[config.mk]
export PLATFORM = sky130hd
export DESIGN_NAME = ip_tx_hdr
export DESIGN_NICKNAME = d
export VERILOG_FILES = /design/src/rtl/ip_pkg.sv /design/src/rtl/check_sum.sv /design/src/rtl/ip_tx_hdr.sv
export SDC_FILE = /design/constraint.sdc
export NUM_CORES = 1
export LEC_CHECK = 0
export CAP_MARGIN = 30
export CORE_MARGIN = 1.5
export CORE_UTILIZATION = 45
export CTS_CLUSTER_DIAMETER = 40
export DETAILED_ROUTE_END_ITERATION = 8
export PLACE_DENSITY = 0.69
export SLEW_MARGIN = 20
export SYNTH_ARGS = -nofsm -noshare
export SYNTH_HDL_FRONTEND = slang
export SYNTH_SLANG_ARGS = --single-unit
[constraint.sdc]
create_clock -name clk -period 9.85 [get_ports clk]
set_input_delay 1.97 -clock clk [delete_from_list [all_inputs] [get_ports clk]]
set_output_delay 1.97 -clock clk [all_outputs]
set_load 0.005 [all_outputs]
[src/rtl/ip_pkg.sv]
// ip_pkg: shared constants and FSM state type for the IPv4 transmit framer.
//   IP_VER / IP_IHL   : version and header length (32-bit words) placed in byte 0
//   IP_HDR_BYTES      : fixed header length in bytes (no options)
//   PROTO_*           : common upper-layer protocol numbers
//   ip_state_e        : framer FSM states
package ip_pkg;

  localparam logic [3:0] IP_VER       = 4'd4;
  localparam logic [3:0] IP_IHL       = 4'd5;
  localparam int         IP_HDR_BYTES = 20;

  localparam logic [7:0] PROTO_ICMP = 8'h01;
  localparam logic [7:0] PROTO_UDP  = 8'h11;

  typedef enum logic [1:0] {
    IDLE = 2'd0,
    HDR  = 2'd1,
    PAY  = 2'd2
  } ip_state_e;

endpackage

[src/rtl/check_sum.sv]
// check_sum: combinational IPv4 header checksum (RFC 791 ones-complement sum of
// the ten header half-words with the checksum field taken as zero).
// Ports:
//   ver_i, hdr_len_i  : version / IHL nibbles
//   tos_i             : type of service
//   total_len_i       : total packet length
//   id_i              : identification
//   flags_off_i       : flags + fragment offset word
//   ttl_i, protocol_i : time to live, protocol
//   src_ip_i, dst_ip_i: addresses
//   csum_o            : header checksum
module check_sum (
  input  logic [3:0]  ver_i,
  input  logic [3:0]  hdr_len_i,
  input  logic [7:0]  tos_i,
  input  logic [15:0] total_len_i,
  input  logic [15:0] id_i,
  input  logic [15:0] flags_off_i,
  input  logic [7:0]  ttl_i,
  input  logic [7:0]  protocol_i,
  input  logic [31:0] src_ip_i,
  input  logic [31:0] dst_ip_i,
  output logic [15:0] csum_o
);

  logic [19:0] sum;
  logic [16:0] fold1;
  logic [15:0] fold2;

  // Nine 16-bit words fit in 20 bits; two end-around-carry folds always
  // bring the result back to 16 bits (the second fold cannot carry again).
  always_comb begin
    sum   = {4'd0, ver_i, hdr_len_i, tos_i}
          + {4'd0, total_len_i}
          + {4'd0, id_i}
          + {4'd0, flags_off_i}
          + {4'd0, ttl_i, protocol_i}
          + {4'd0, src_ip_i[31:16]}
          + {4'd0, src_ip_i[15:0]}
          + {4'd0, dst_ip_i[31:16]}
          + {4'd0, dst_ip_i[15:0]};
    fold1  = {1'b0, sum[15:0]} + {13'd0, sum[19:16]};
    fold2  = fold1[15:0] + {15'd0, fold1[16]};
    csum_o = ~fold2;
  end

endmodule

[src/rtl/ip_tx_hdr.sv]
// ip_tx_hdr: byte-serial IPv4 transmit framer. On tx_start it captures the
// packet fields, emits the 20-byte IPv4 header and then passes the payload
// stream straight through to the MAC side with no added latency.
// Ports:
//   clk, rst                       : clock, synchronous active-high reset
//   tx_start / tx_busy             : packet request / packet in progress
//   src_ip, dst_ip, protocol,
//   payload_len                    : packet fields, sampled on accepted start
//   pay_data/valid/last/ready      : payload stream in
//   m_data/valid/last/ready        : IP packet stream out
//   len_err                        : payload length mismatch pulse
// Build option: define IP_TX_LEN_CHECK_EN to end the packet on the counted
// payload_len byte instead of on pay_last, flagging mismatches on len_err.
module ip_tx_hdr
  import ip_pkg::*;
#(
  parameter logic [7:0]  TTL_DEF   = 8'd64,
  parameter logic [7:0]  TOS_DEF   = 8'h00,
  parameter logic [15:0] FLAGS_OFF = 16'h4000
) (
  input  logic        clk,
  input  logic        rst,
  input  logic        tx_start,
  output logic        tx_busy,
  input  logic [31:0] src_ip,
  input  logic [31:0] dst_ip,
  input  logic [7:0]  protocol,
  input  logic [15:0] payload_len,
  input  logic [7:0]  pay_data,
  input  logic        pay_valid,
  input  logic        pay_last,
  output logic        pay_ready,
  output logic [7:0]  m_data,
  output logic        m_valid,
  output logic        m_last,
  input  logic        m_ready,
  output logic        len_err
);

  localparam logic [4:0] HDR_LAST = 5'(IP_HDR_BYTES - 1);

  ip_state_e   state_q, state_d;
  logic [4:0]  hdr_cnt_q, hdr_cnt_d;
  logic [15:0] ip_id_q, ip_id_d;
  logic [31:0] src_q, dst_q;
  logic [7:0]  proto_q;
  logic [15:0] plen_q, tlen_q, id_lat_q;
  logic [15:0] csum;
  logic [7:0]  hdr_byte;
  logic        start_acc;

`ifdef IP_TX_LEN_CHECK_EN
  logic [15:0] pay_cnt_q, pay_cnt_d;
  logic        early_q, early_d;
  logic        cnt_last;
`endif

  assign start_acc = (state_q == IDLE) && tx_start;
  assign tx_busy   = (state_q != IDLE);

  // Checksum is purely combinational from the captured fields, so it is
  // already valid on the first HDR cycle and needs no extra register.
  check_sum u_check_sum (
    .ver_i       (IP_VER),
    .hdr_len_i   (IP_IHL),
    .tos_i       (TOS_DEF),
    .total_len_i (tlen_q),
    .id_i        (id_lat_q),
    .flags_off_i (FLAGS_OFF),
    .ttl_i       (TTL_DEF),
    .protocol_i  (proto_q),
    .src_ip_i    (src_q),
    .dst_ip_i    (dst_q),
    .csum_o      (csum)
  );

  always_comb begin
    hdr_byte = 8'h00;
    case (hdr_cnt_q)
      5'd0:    hdr_byte = {IP_VER, IP_IHL};
      5'd1:    hdr_byte = TOS_DEF;
      5'd2:    hdr_byte = tlen_q[15:8];
      5'd3:    hdr_byte = tlen_q[7:0];
      5'd4:    hdr_byte = id_lat_q[15:8];
      5'd5:    hdr_byte = id_lat_q[7:0];
      5'd6:    hdr_byte = FLAGS_OFF[15:8];
      5'd7:    hdr_byte = FLAGS_OFF[7:0];
      5'd8:    hdr_byte = TTL_DEF;
      5'd9:    hdr_byte = proto_q;
      5'd10:   hdr_byte = csum[15:8];
      5'd11:   hdr_byte = csum[7:0];
      5'd12:   hdr_byte = src_q[31:24];
      5'd13:   hdr_byte = src_q[23:16];
      5'd14:   hdr_byte = src_q[15:8];
      5'd15:   hdr_byte = src_q[7:0];
      5'd16:   hdr_byte = dst_q[31:24];
      5'd17:   hdr_byte = dst_q[23:16];
      5'd18:   hdr_byte = dst_q[15:8];
      5'd19:   hdr_byte = dst_q[7:0];
      default: hdr_byte = 8'h00;
    endcase
  end

`ifdef IP_TX_LEN_CHECK_EN
  // PAY is only entered with payload_len >= 1, so the subtraction cannot wrap there.
  assign cnt_last = (pay_cnt_q == (plen_q - 16'd1));
`endif

  always_comb begin
    state_d   = state_q;
    hdr_cnt_d = hdr_cnt_q;
    ip_id_d   = ip_id_q;
    m_data    = 8'h00;
    m_valid   = 1'b0;
    m_last    = 1'b0;
    pay_ready = 1'b0;
    len_err   = 1'b0;
`ifdef IP_TX_LEN_CHECK_EN
    pay_cnt_d = pay_cnt_q;
    early_d   = early_q;
`endif
    unique case (state_q)
      IDLE: begin
        if (tx_start) begin
          state_d   = HDR;
          hdr_cnt_d = 5'd0;
`ifdef IP_TX_LEN_CHECK_EN
          pay_cnt_d = 16'd0;
          early_d   = 1'b0;
`endif
        end
      end
      HDR: begin
        m_valid = 1'b1;
        m_data  = hdr_byte;
        m_last  = (hdr_cnt_q == HDR_LAST) && (plen_q == 16'd0);
        if (m_ready) begin
          if (hdr_cnt_q == HDR_LAST) begin
            hdr_cnt_d = 5'd0;
            if (plen_q == 16'd0) begin
              state_d = IDLE;
              ip_id_d = ip_id_q + 16'd1;
            end else begin
              state_d = PAY;
            end
          end else begin
            hdr_cnt_d = hdr_cnt_q + 5'd1;
          end
        end
      end
      PAY: begin
        m_data    = pay_data;
        m_valid   = pay_valid;
        pay_ready = m_ready;
`ifdef IP_TX_LEN_CHECK_EN
        // The byte count, not pay_last, decides where the packet ends; a
        // pay_last seen too early is remembered and reported at the end.
        m_last = cnt_last;
        if (pay_valid && m_ready) begin
          pay_cnt_d = pay_cnt_q + 16'd1;
          if (cnt_last) begin
            len_err = early_q || !pay_last;
            state_d = IDLE;
            ip_id_d = ip_id_q + 16'd1;
          end else if (pay_last) begin
            early_d = 1'b1;
          end
        end
`else
        m_last = pay_last;
        if (pay_valid && m_ready && pay_last) begin
          state_d = IDLE;
          ip_id_d = ip_id_q + 16'd1;
        end
`endif
      end
      default: state_d = IDLE;
    endcase
  end

  always_ff @(posedge clk) begin
    if (rst) begin
      state_q   <= IDLE;
      hdr_cnt_q <= 5'd0;
      ip_id_q   <= 16'd0;
      src_q     <= 32'd0;
      dst_q     <= 32'd0;
      proto_q   <= 8'd0;
      plen_q    <= 16'd0;
      tlen_q    <= 16'd0;
      id_lat_q  <= 16'd0;
    end else begin
      state_q   <= state_d;
      hdr_cnt_q <= hdr_cnt_d;
      ip_id_q   <= ip_id_d;
      if (start_acc) begin
        src_q    <= src_ip;
        dst_q    <= dst_ip;
        proto_q  <= protocol;
        plen_q   <= payload_len;
        tlen_q   <= payload_len + 16'd20;
        id_lat_q <= ip_id_q;
      end
    end
  end

`ifdef IP_TX_LEN_CHECK_EN
  always_ff @(posedge clk) begin
    if (rst) begin
      pay_cnt_q <= 16'd0;
      early_q   <= 1'b0;
    end else begin
      pay_cnt_q <= pay_cnt_d;
      early_q   <= early_d;
    end
  end
`endif

endmodule

==> results_dict.tcl, run 1 <==
set metrics [dict create \
    final_util 0.629 \
    yosys_warnings 0 \
    drt-initial-drc-count 983 \
    place_congestion 1.01 \
    synth_ff_type "dfxtp_1" \
    drt-wirelength-per-cell_um 19.8 \
    grt_max_degree 106 \
    fin_nets 1755 \
    hp-class "reg -> reg" \
    drv_cap 0 \
    initial_utilization 0.461 \
    drv_slew 0 \
    diodes 0 \
    drc 0 \
    clock_skew_ps 4.51 \
    yosysTopAreaCell "dfxtp_1" \
    timing.rr.end "ip_id_q[15]" \
    ctsHoldBuffers 0 \
    tns_ps -652 \
    coreArea_um2 21900 \
    grt_pass1_vias 9941 \
    syn_area_per_cell_um2 7.91 \
    rsz0062_at_grt "true" \
    period_share 1.02 \
    worst-endpoint-required_ps 7880 \
    fmax_mhz 99.8 \
    r2r_start "hdr_cnt_q[2]" \
    power.density_nw_per_um2 403 \
    worstSetupEndpointType "output pin" \
    worstSkewPairLatency_ps 430 \
    cp_max_fo 3 \
    finalSetupViolations 6 \
    die-area_um2 23300 \
    finalWorstPathRequiredPeriod_ps 10020 \
    ctsRootBufferMaster "clkbuf_16" \
    drt-total-wl_um 36100 \
    gr-total-overflow 0 \
    place_inst 1752 \
    leakage_nw 5.74 \
    worst_slack_ps -173 \
    clockPowerShare 0.122 \
    clock-sinks 141 \
    die_x_um 153 \
    synth_cells 1277 \
    die_h_um 153 \
    tritoncts "built" \
    num_vias 10273 \
    min_from "plen_q[5]" \
    crit_top_cell "fa_1" \
    worst_ir_drop_vdd_v 0.000322 \
    synth_area_leaders "dfxtp_1 (28%), fa_1 (14%), nand2_1 (9.4%), a21oi_1 (7.7%), ha_1 (6.1%)" \
    antenna_found_initial 0 \
    cp.arrival_ps 8050 \
    timing.final.hold_violations 0 \
    numCtsBuffers 17 \
    path_buf_inv 6 \
    p_comb_frac 0.748 \
    p_sw_w 0.00265 \
    status "complete, but fails checks" \
    swShare 0.477 \
    yosysSeqAreaShare 0.280 \
    clockBufferDepth 2 \
    htree_levels 4 \
    async_flop_share 0 \
    ys_seq_elements 141 \
    cpLargestDelayFamily "adder cells" \
    cp-start-kind "flop" \
    pre_cts_ws_ps -933 \
    drive_gt1_frac 0.204 \
    holdPathEnd "plen_q[5]" \
    yosysTopAreaCellShare 0.280 \
    stdcell_count 1826 \
    ant_nets 0 \
    path_clk_slew_ps 60 \
    track_usage 0.307 \
    p_int_w 0.00291 \
    design.portCount 115 \
    worst_pin_slew_ps 778 \
    io_buffers 113 \
    failed_checks "negative setup slack" \
    viasPerCell 5.63 \
    cp_slowest_cell "fa_1" \
    whs_path_depth 2 \
    r2r_setup_slack_ps 6690 \
    grt_pass1_wl_um 55000 \
    reg2regPathDepth 8 \
    detail_route.first_pass.iterations 8 \
    area_delta_synth_final_pct 36.4 \
    synth_nets 1499 \
    slew_headroom 0.482 \
    pwr-share-seq 0.130 \
    ys_types 67 \
    row_count 54 \
    synth_area_um2 10100 \
    hpwl_um 27600 \
    max_stage_delay_ps 600 \
    criticalPathCategory "reg -> out" \
    synth-edff-count 0 \
]
==> area by class of cell <==
cell class,count,area [um2]
Multi-Input combinational cell,928,6870
Tap cell,280,350
Inverter,140,526
Timing Repair Buffer,305,2580
Sequential cell,141,2830
Clock inverter,15,185
Fill cell,1932,8120
Clock buffer,17,425
==> state kept, by name, indices dropped and copies added, names as in the netlist <==
register,cells
dst_q,32
hdr_cnt_q,5
id_lat_q,16
ip_id_q,16
plen_q,16
proto_q,8
src_q,32
state_q,2
tlen_q,14
==> tightest hold or removal path: cells and delay by family (launching register included) <==
kind               cells  cell delay, ps
and+or+nand+nor        1              50
DFF                    1             310
AOI/OAI and AO/OA      1              50
==> power by group through the flow <==
stage | combinational (W) | sequential, W | clock (W)
finish | 0.00416 | 0.000720 | 0.000678
CTS | 0.00385 | 0.000717 | 0.000678
global placement | 0.00338 | 0.000724 | 0
detailed placement | 0.00339 | 0.000729 | 0
floorplan | 0.00213 | 0.000716 | 0
global route | 0.00449 | 0.000728 | 0.000706
==> placed cells by master, fill, tap and decap left out, types with 5 or more instances in the layout <==
cell type / synthesis / routed
dfxtp_2: 0 / 9
clkbuf_16: 0 / 17
a21oi_2: 0 / 9
buf_4: 1 / 189
ha_1: 49 / 38
nor3b_2: 1 / 5
o21ai_0: 34 / 26
nand4_1: 16 / 16
and3_1: 28 / 24
nand2_1: 253 / 252
nor2b_1: 8 / 8
a21oi_1: 155 / 145
ha_4: 0 / 9
inv_6: 0 / 5
inv_2: 0 / 6
a221oi_1: 7 / 7
a222oi_1: 8 / 8
nor2_1: 59 / 58
and2_1: 7 / 5
a21o_1: 8 / 8
fa_1: 71 / 68
or3_1: 14 / 13
a211oi_1: 12 / 11
inv_1: 140 / 134
xnor2_1: 34 / 28
a22oi_1: 29 / 29
clkdlybuf4s50_1: 0 / 104
nand3_1: 19 / 17
nor3_1: 6 / 5
buf_2: 1 / 7
dfxtp_1: 141 / 132
o21a_1: 6 / 6
xnor2_2: 0 / 5
o21ai_1: 4 / 9
xor2_1: 25 / 24
o211ai_1: 7 / 7
nor4_1: 7 / 6
==> layer usage <==
metal / part of all wire / GRT usage / routed length, um
met1: 0.41 / 0.406 / 14800
met5: 0 / 0 / 0
met2: 0.47 / 0.503 / 16900
met3: 0.081 / 0.0438 / 2930
met4: 0.041 / 0.126 / 1480
==> worst max path at each step <==
stage | startpoint | end | slack, ps | cells past startpoint
final | proto_q[6] | m_data[6] | -170 | 35
after global routing | dst_q[18] | m_data[4] | -550 | 38
after floorplan | src_q[2] | m_data[6] | 70 | 33
after global placement | src_q[2] | m_data[6] | -710 | 35
after detailed placement | src_q[2] | m_data[6] | -930 | 35
after CTS | dst_q[18] | m_data[6] | -1 | 38
==> cells in the mapped netlist (4+ instances only) <==
library cell	instances
o211ai_1	7
a211oi_1	12
nor4_1	7
nor3_1	6
nand3_1	19
nor3b_1	5
nand2b_1	4
o2111ai_1	4
nand4_1	16
a222oi_1	8
and3_1	28
dfxtp_1	141
xor2_1	25
xnor2_1	34
a22oi_1	29
fa_1	71
clkbuf_1	64
o21ai_0	34
nor2b_1	8
ha_1	49
inv_1	140
or3_1	14
nand2_1	253
o21a_1	6
a21oi_1	155
o21ai_1	4
and2_1	7
nor2_1	59
a21o_1	8
a221oi_1	7
==> logic make-up (layout without fill, tap and decap cells) <==
logic type / Yosys count / count (layout) / synth area share
buffers and inverters: 208 / 477 / 0.0786
other: 1 / 1 / 0.000371
xor gates and xnor gates: 59 / 59 / 0.0512
muxes: 3 / 3 / 0.00297
DFF: 141 / 141 / 0.280
adders and majority gates: 120 / 120 / 0.202
and+or+nand+nor: 437 / 437 / 0.195
AOI/OAI and AO/OA: 308 / 308 / 0.191
==> metrics by stage <==
| step | hold WS (ps) | total power [W] | instance area [um2] |
|---|---|---|---|
| 2_1_floorplan | 436 | 0.00284 | 10100 |
| 3_3_place_gp | 442 | 0.00411 | 12400 |
| 3_5_place_dp | 450 | 0.00412 | 12400 |
| 4_1_cts | 457 | 0.00525 | 13500 |
| 5_1_grt | 486 | 0.00592 | 13800 |
| 6_report | 456 | 0.00556 | 13800 |
==> timing repair <==
| action | CTS | global route |
|---|---|---|
| resized for setup | 71 | 51 |
| buffers inserted | 30 | 13 |
| pin swaps | 51 | 36 |
| hold endpoints to repair | 0 | 0 |
| endpoints found under the setup margin | 8 | 8 |
Note: power is estimated with default switching activity, not from simulation.
==> run 2: changes to the inputs <==
--- a/config.mk
+++ b/config.mk
@@ -6,7 +6,7 @@
 export NUM_CORES = 1
 export LEC_CHECK = 0
 export CAP_MARGIN = 30
-export CORE_MARGIN = 1.5
+export CORE_MARGIN = 2
 export CORE_UTILIZATION = 45
 export CTS_CLUSTER_DIAMETER = 40
 export DETAILED_ROUTE_END_ITERATION = 8
==> constraint.sdc (replaced) <==
create_clock -name clk -period 9.85 [get_ports clk]
set_input_delay 1.97 -clock clk [delete_from_list [all_inputs] [get_ports clk]]
set_output_delay 1.97 -clock clk [all_outputs]
set_load 0.01 [all_outputs]
==> run 2 against run 1 <==
  * Fmax decreased by 0.38%
  * Count of clock-buffer cells in the layout increased by 3
  * Highest routed layer is now met5
  * Sequential cell count unchanged
  * Global-route usage decreased by 0.99 points
  * Die area increased by 1.3%
  * Worst setup slack got worse by 38 ps
  * The flow still finishes with violations (negative setup slack)
  * Core utilization decreased by 0.85 points
==> results_dict.tcl, run 2 (synthesis results as in run 1) <==
set metrics [dict create \
    status "complete, but fails checks" \
    failed_checks "negative setup slack" \
    diodes 0 \
    p_sw_w 0.00259 \
    reg.largest.list "dst_q (32), src_q (32)" \
    antenna_found_initial 2 \
    ctsHoldBuffers 0 \
    crit_path_start "tlen_q[2]" \
    fill_cells 1987 \
    clock_skew_ps 8.11 \
    area_delta_synth_final_pct 34.6 \
    swShare 0.476 \
    drv_slew 0 \
    drt-wirelength-per-cell_um 19.4 \
    drv_cap 0 \
    grt_pass1_vias 9868 \
    numCtsBuffers 17 \
    busiest_layer "met2" \
    mostFrequentLayoutCells "nand2_1 (251), buf_4 (171), a21oi_1 (145)" \
    design.portCount 115 \
    hpwl_um 27600 \
    leakage_nw 5.64 \
    ctsRootBufferMaster "clkbuf_16" \
    gr-total-overflow 0 \
    final_common_cell "nand2_1" \
    worstSetupEndpointType "output pin" \
    drt-initial-drc-count 946 \
    p_int_w 0.00285 \
    die_x_um 154 \
    num_vias 10151 \
    path_clk_slew_ps 70 \
    r2r_start "hdr_cnt_q[3]" \
    htree_levels 4 \
    worst_pin_slew_ps 950 \
    pre_cts_ws_ps -961 \
    period_share 1.02 \
    use_met1 0.391 \
    max_stage_delay_ps 580 \
    grt_max_degree 88 \
    drive_gt1_frac 0.192 \
    clockBufferDepth 2 \
    place_congestion 0.992 \
    criticalPathCategory "reg -> out" \
    cp_slowest_cell "fa_2" \
    cp_max_fo 3 \
    drt-total-wl_um 35100 \
    worst_ir_drop_vdd_v 0.000268 \
    die_h_um 154 \
    track_usage 0.297 \
    cp.arrival_ps 8090 \
    pwr-share-seq 0.132 \
    viasPerCell 5.62 \
    timing.final.hold_violations 0 \
    gr-usage-met3 0.0572 \
    rsz0062_at_grt "true" \
    finalSetupViolations 6 \
    drc 0 \
    grt_use_met2 0.489 \
    final_util 0.621 \
    clockPowerShare 0.114 \
    crit_top_cell "a21oi_2" \
    detail_route.first_pass.iterations 6 \
    ant_nets 0 \
    worst-endpoint-required_ps 7880 \
    worstSkewPairLatency_ps 430 \
    grt_pass1_wl_um 54300 \
    fmax_mhz 99.4 \
    reg2regPathDepth 8 \
    whs_path_depth 2 \
    fin_nets 1737 \
    finalWorstPathRequiredPeriod_ps 10060 \
    hp-class "reg -> reg" \
    slew_headroom 0.367 \
    coreArea_um2 21900 \
    tritoncts "built" \
    cp-start-kind "flop" \
    power.density_nw_per_um2 400 \
    tns_ps -458 \
    p_comb_frac 0.754 \
    worst_slack_ps -211 \
    initial_utilization 0.461 \
    min_from "plen_q[13]" \
    io_buffers 113 \
    row_count 54 \
    clock-sinks 141 \
    die-area_um2 23600 \
]
-- run 2: area by class of cell --
class | instances | area (um2) | area share
clock inverter | 11 | 110 | 0.00811
sequential | 141 | 2830 | 0.208
clock buffer | 20 | 457 | 0.0336
timing repair buffer | 287 | 2430 | 0.179
inverter | 140 | 526 | 0.0387
multi-input combinational | 928 | 6880 | 0.507
tap | 280 | 350 | 0.0258
-- run 2: worst paths after layout --
kind                                     to  slack, ps
worst max-delay path              m_data[6]       -210
worst min-delay path             plen_q[13]        460
worst max register to register  ip_id_q[15]       6700
worst min register to register   plen_q[13]        460
-- run 2: power groups by stage --
stage / clock network, W / registers (W) / logic [W]
global placement: 0 / 0.000724 / 0.00346
detailed placement: 0 / 0.000727 / 0.00346
floorplan: 0 / 0.000716 / 0.00214
finish: 0.000618 / 0.000718 / 0.00410
global route: 0.000644 / 0.000726 / 0.00443
CTS: 0.000625 / 0.000717 / 0.00383
-- run 2: what timing repair did --
item                       4_1_cts  5_1_grt
buffers inserted                23        2
pin swaps                       46       28
gates resized for setup         82       41
hold endpoints to repair         0        0
setup endpoints to repair        8        8
-- run 2: critical path, delay by kind of cell (launching register included) --
| family | cells | cell delay [ps] |
|---|---|---|
| compound gates | 12 | 2060 |
| xor+xnor | 2 | 340 |
| fa+ha+maj | 9 | 3020 |
| buf+inv | 6 | 470 |
| flops | 1 | 340 |
| simple gates | 7 | 1390 |
-- run 2: routing by layer --
metal,part of all wire,vias to the layer above
met5,0.00037,-
met4,0.032,2
met3,0.090,76
met2,0.47,462
met1,0.41,4840
li1,-,4771
-- run 2: through the flow --
step	std cells	total power [W]	hold WS [ps]	area, um2
global route	1807	0.00580	477	13600
finish	1807	0.00543	457	13600
CTS	1807	0.00517	456	13400
global placement	1754	0.00418	443	12500
detailed placement	1755	0.00419	447	12500
floorplan	1277	0.00285	436	10100
==> run 3: changes to the inputs <==
--- a/config.mk
+++ b/config.mk
@@ -5,7 +5,6 @@
 export SDC_FILE = /design/constraint.sdc
 export NUM_CORES = 1
 export LEC_CHECK = 0
-export CAP_MARGIN = 30
 export CORE_MARGIN = 2
 export CORE_UTILIZATION = 45
 export CTS_CLUSTER_DIAMETER = 40
==> constraint.sdc (replaced) <==
create_clock -name clk -period 8.3 [get_ports clk]
set_input_delay 1.66 -clock clk [delete_from_list [all_inputs] [get_ports clk]]
set_output_delay 1.66 -clock clk [all_outputs]
set_load 0.01 [all_outputs]
==> run 3 against run 2 <==
  * The flow still finishes with violations (negative setup slack)
  * Power up 24%
  * Sequential cell count is the same
  * Worst hold slack better by 0.60 ps
  * First-iteration DRC count shrank 5.0%
  * Die area is the same
  * Count of clock-buffer cells in the layout fell by 3
  * Final area grew 2.3%
  * Via count grew 1.9%
  * Worst setup slack lost 1100 ps
  * Core utilization rose by 1.4 points
  * Highest routed layer is now met4
==> results_dict.tcl, run 3 (synthesis results as in run 1) <==
set metrics [dict create \
    seqCellArea_um2 2830 \
    viasPerCell 5.59 \
    diodes 0 \
    final_common_cell "nand2_1" \
    clock-sinks 141 \
    p_sw_w 0.00322 \
    row_count 54 \
    track_usage 0.303 \
    drive_gt1_frac 0.214 \
    multi_input_area_um2 6880 \
    htree_levels 4 \
    ant_nets 0 \
    holdPathEnd "plen_q[2]" \
    rsz0062_at_grt "true" \
    worst-endpoint-required_ps 6640 \
    finalSetupViolations 8 \
    reg2regPathDepth 8 \
    fmax_mhz 104 \
    hpwl_um 28100 \
    slew_headroom 0.338 \
    fin_nets 1781 \
    hp-class "reg -> reg" \
    cp.arrival_ps 8000 \
    drv_cap 0 \
    gr-total-overflow 0 \
    max_stage_delay_ps 570 \
    num_vias 10346 \
    place_congestion 0.978 \
    initial_utilization 0.461 \
    grt_pass1_vias 10227 \
    dpl-instance-area_um2 12900 \
    grt_max_degree 108 \
    clockPowerShare 0.109 \
    tritoncts "built" \
    drt-initial-drc-count 899 \
    power.density_nw_per_um2 485 \
    design.portCount 115 \
    status "complete, but fails checks" \
    criticalPathCategory "reg -> out" \
    fill_cells 1923 \
    area_delta_synth_final_pct 37.6 \
    cp_max_fo 3 \
    ctsHoldBuffers 0 \
    pre_cts_ws_ps -1440 \
    ctsRootBufferMaster "clkbuf_16" \
    timing.final.hold_violations 0 \
    worstSkewPairLatency_ps 430 \
    worst_slack_ps -1360 \
    cp_slowest_cell "fa_2" \
    drt-wirelength-per-cell_um 19.4 \
    detail_route.first_pass.iterations 8 \
    crit_path_start "tlen_q[2]" \
    mostFrequentLayoutCells "nand2_1 (251), buf_4 (214), a21oi_1 (144)" \
    p_int_w 0.00352 \
    io_buffers 113 \
    drv_slew 0 \
    coreArea_um2 21900 \
    final_util 0.635 \
    drc 0 \
    die_h_um 154 \
    finalWorstPathRequiredPeriod_ps 9660 \
    crit_top_cell "a21oi_2" \
    reg.largest.list "dst_q (32), src_q (32)" \
    die-area_um2 23600 \
    grt_pass1_wl_um 55400 \
    path_clk_slew_ps 70 \
    failed_checks "negative setup slack" \
    worst_ir_drop_vdd_v 0.000348 \
    swShare 0.477 \
    min_from "plen_q[2]" \
    hold_slack_ps 458 \
    r2r_setup_slack_ps 5100 \
    cp-start-kind "flop" \
    drt-total-wl_um 36000 \
    timing.rr.end "ip_id_q[15]" \
    leakage_nw 5.89 \
    clock_skew_ps 6.03 \
    worstSetupEndpointType "output pin" \
    worst_pin_slew_ps 992 \
    numCtsBuffers 17 \
    period_share 1.16 \
    post-route-cell-area_um2 13900 \
    r2r_start "hdr_cnt_q[2]" \
    die_x_um 154 \
    pwr-share-seq 0.125 \
    clockBufferDepth 2 \
    p_comb_frac 0.766 \
    antenna_found_initial 0 \
    whs_path_depth 2 \
]
run 3: what timing repair did:
item                       in CTS  in global routing
resized for setup              63                 24
buffers inserted               19                  7
setup endpoints to repair       8                  8
pin swaps                      34                 25
hold endpoints to repair        0                  0
run 3: stage by stage:
step	setup TNS, ps	total power [W]	instances
floorplan	-2730	0.00348	1277
global placement	-8170	0.00539	1798
detailed placement	-9520	0.00547	1798
CTS	-10520	0.00648	1849
global route	-12340	0.00719	1852
finish	-9470	0.00674	1852
run 3: routing by layer:
metal | global-route usage | wire length (um)
met3 | 0.0609 | 3260
met2 | 0.497 | 16800
met1 | 0.387 | 14300
met5 | 0 | 0
met4 | 0.135 | 1680
run 3: power groups by stage:
stage	clock network (W)	logic (W)	registers, W
after floorplan	0	0.00263	0.000851
after global placement	0	0.00454	0.000852
after detailed placement	0	0.00461	0.000856
after CTS	0.000741	0.00490	0.000841
after global routing	0.000770	0.00557	0.000854
final	0.000734	0.00516	0.000843
run 3: cell type report:
cell class,count,share of cell area
repair buffers,331,0.197
inverters,140,0.0378
well taps,280,0.0252
clock buffers,17,0.0306
multi-input cells,928,0.495
clock inverters,15,0.0104
flip-flops and latches,141,0.204
run 3: worst max-delay path by stage:
| stage | to | cells past startpoint |
|---|---|---|
| final | m_data[6] | 36 |
| after global routing | m_data[5] | 38 |
| after CTS | m_data[6] | 36 |
| after detailed placement | m_data[6] | 35 |
| after global placement | m_data[6] | 36 |
| after floorplan | m_data[5] | 35 |
run 3: critical path: cells and delay by family (launching register included):
| kind | cells | cell delay [ps] |
|---|---|---|
| flip-flops | 1 | 340 |
| adder cells (fa/ha/maj) | 8 | 2900 |
| buffers and inverters | 5 | 350 |
| XOR/XNOR | 2 | 370 |
| AND/OR/NAND/NOR | 7 | 1340 |
| AO/OA/AOI/OAI | 14 | 2240 |
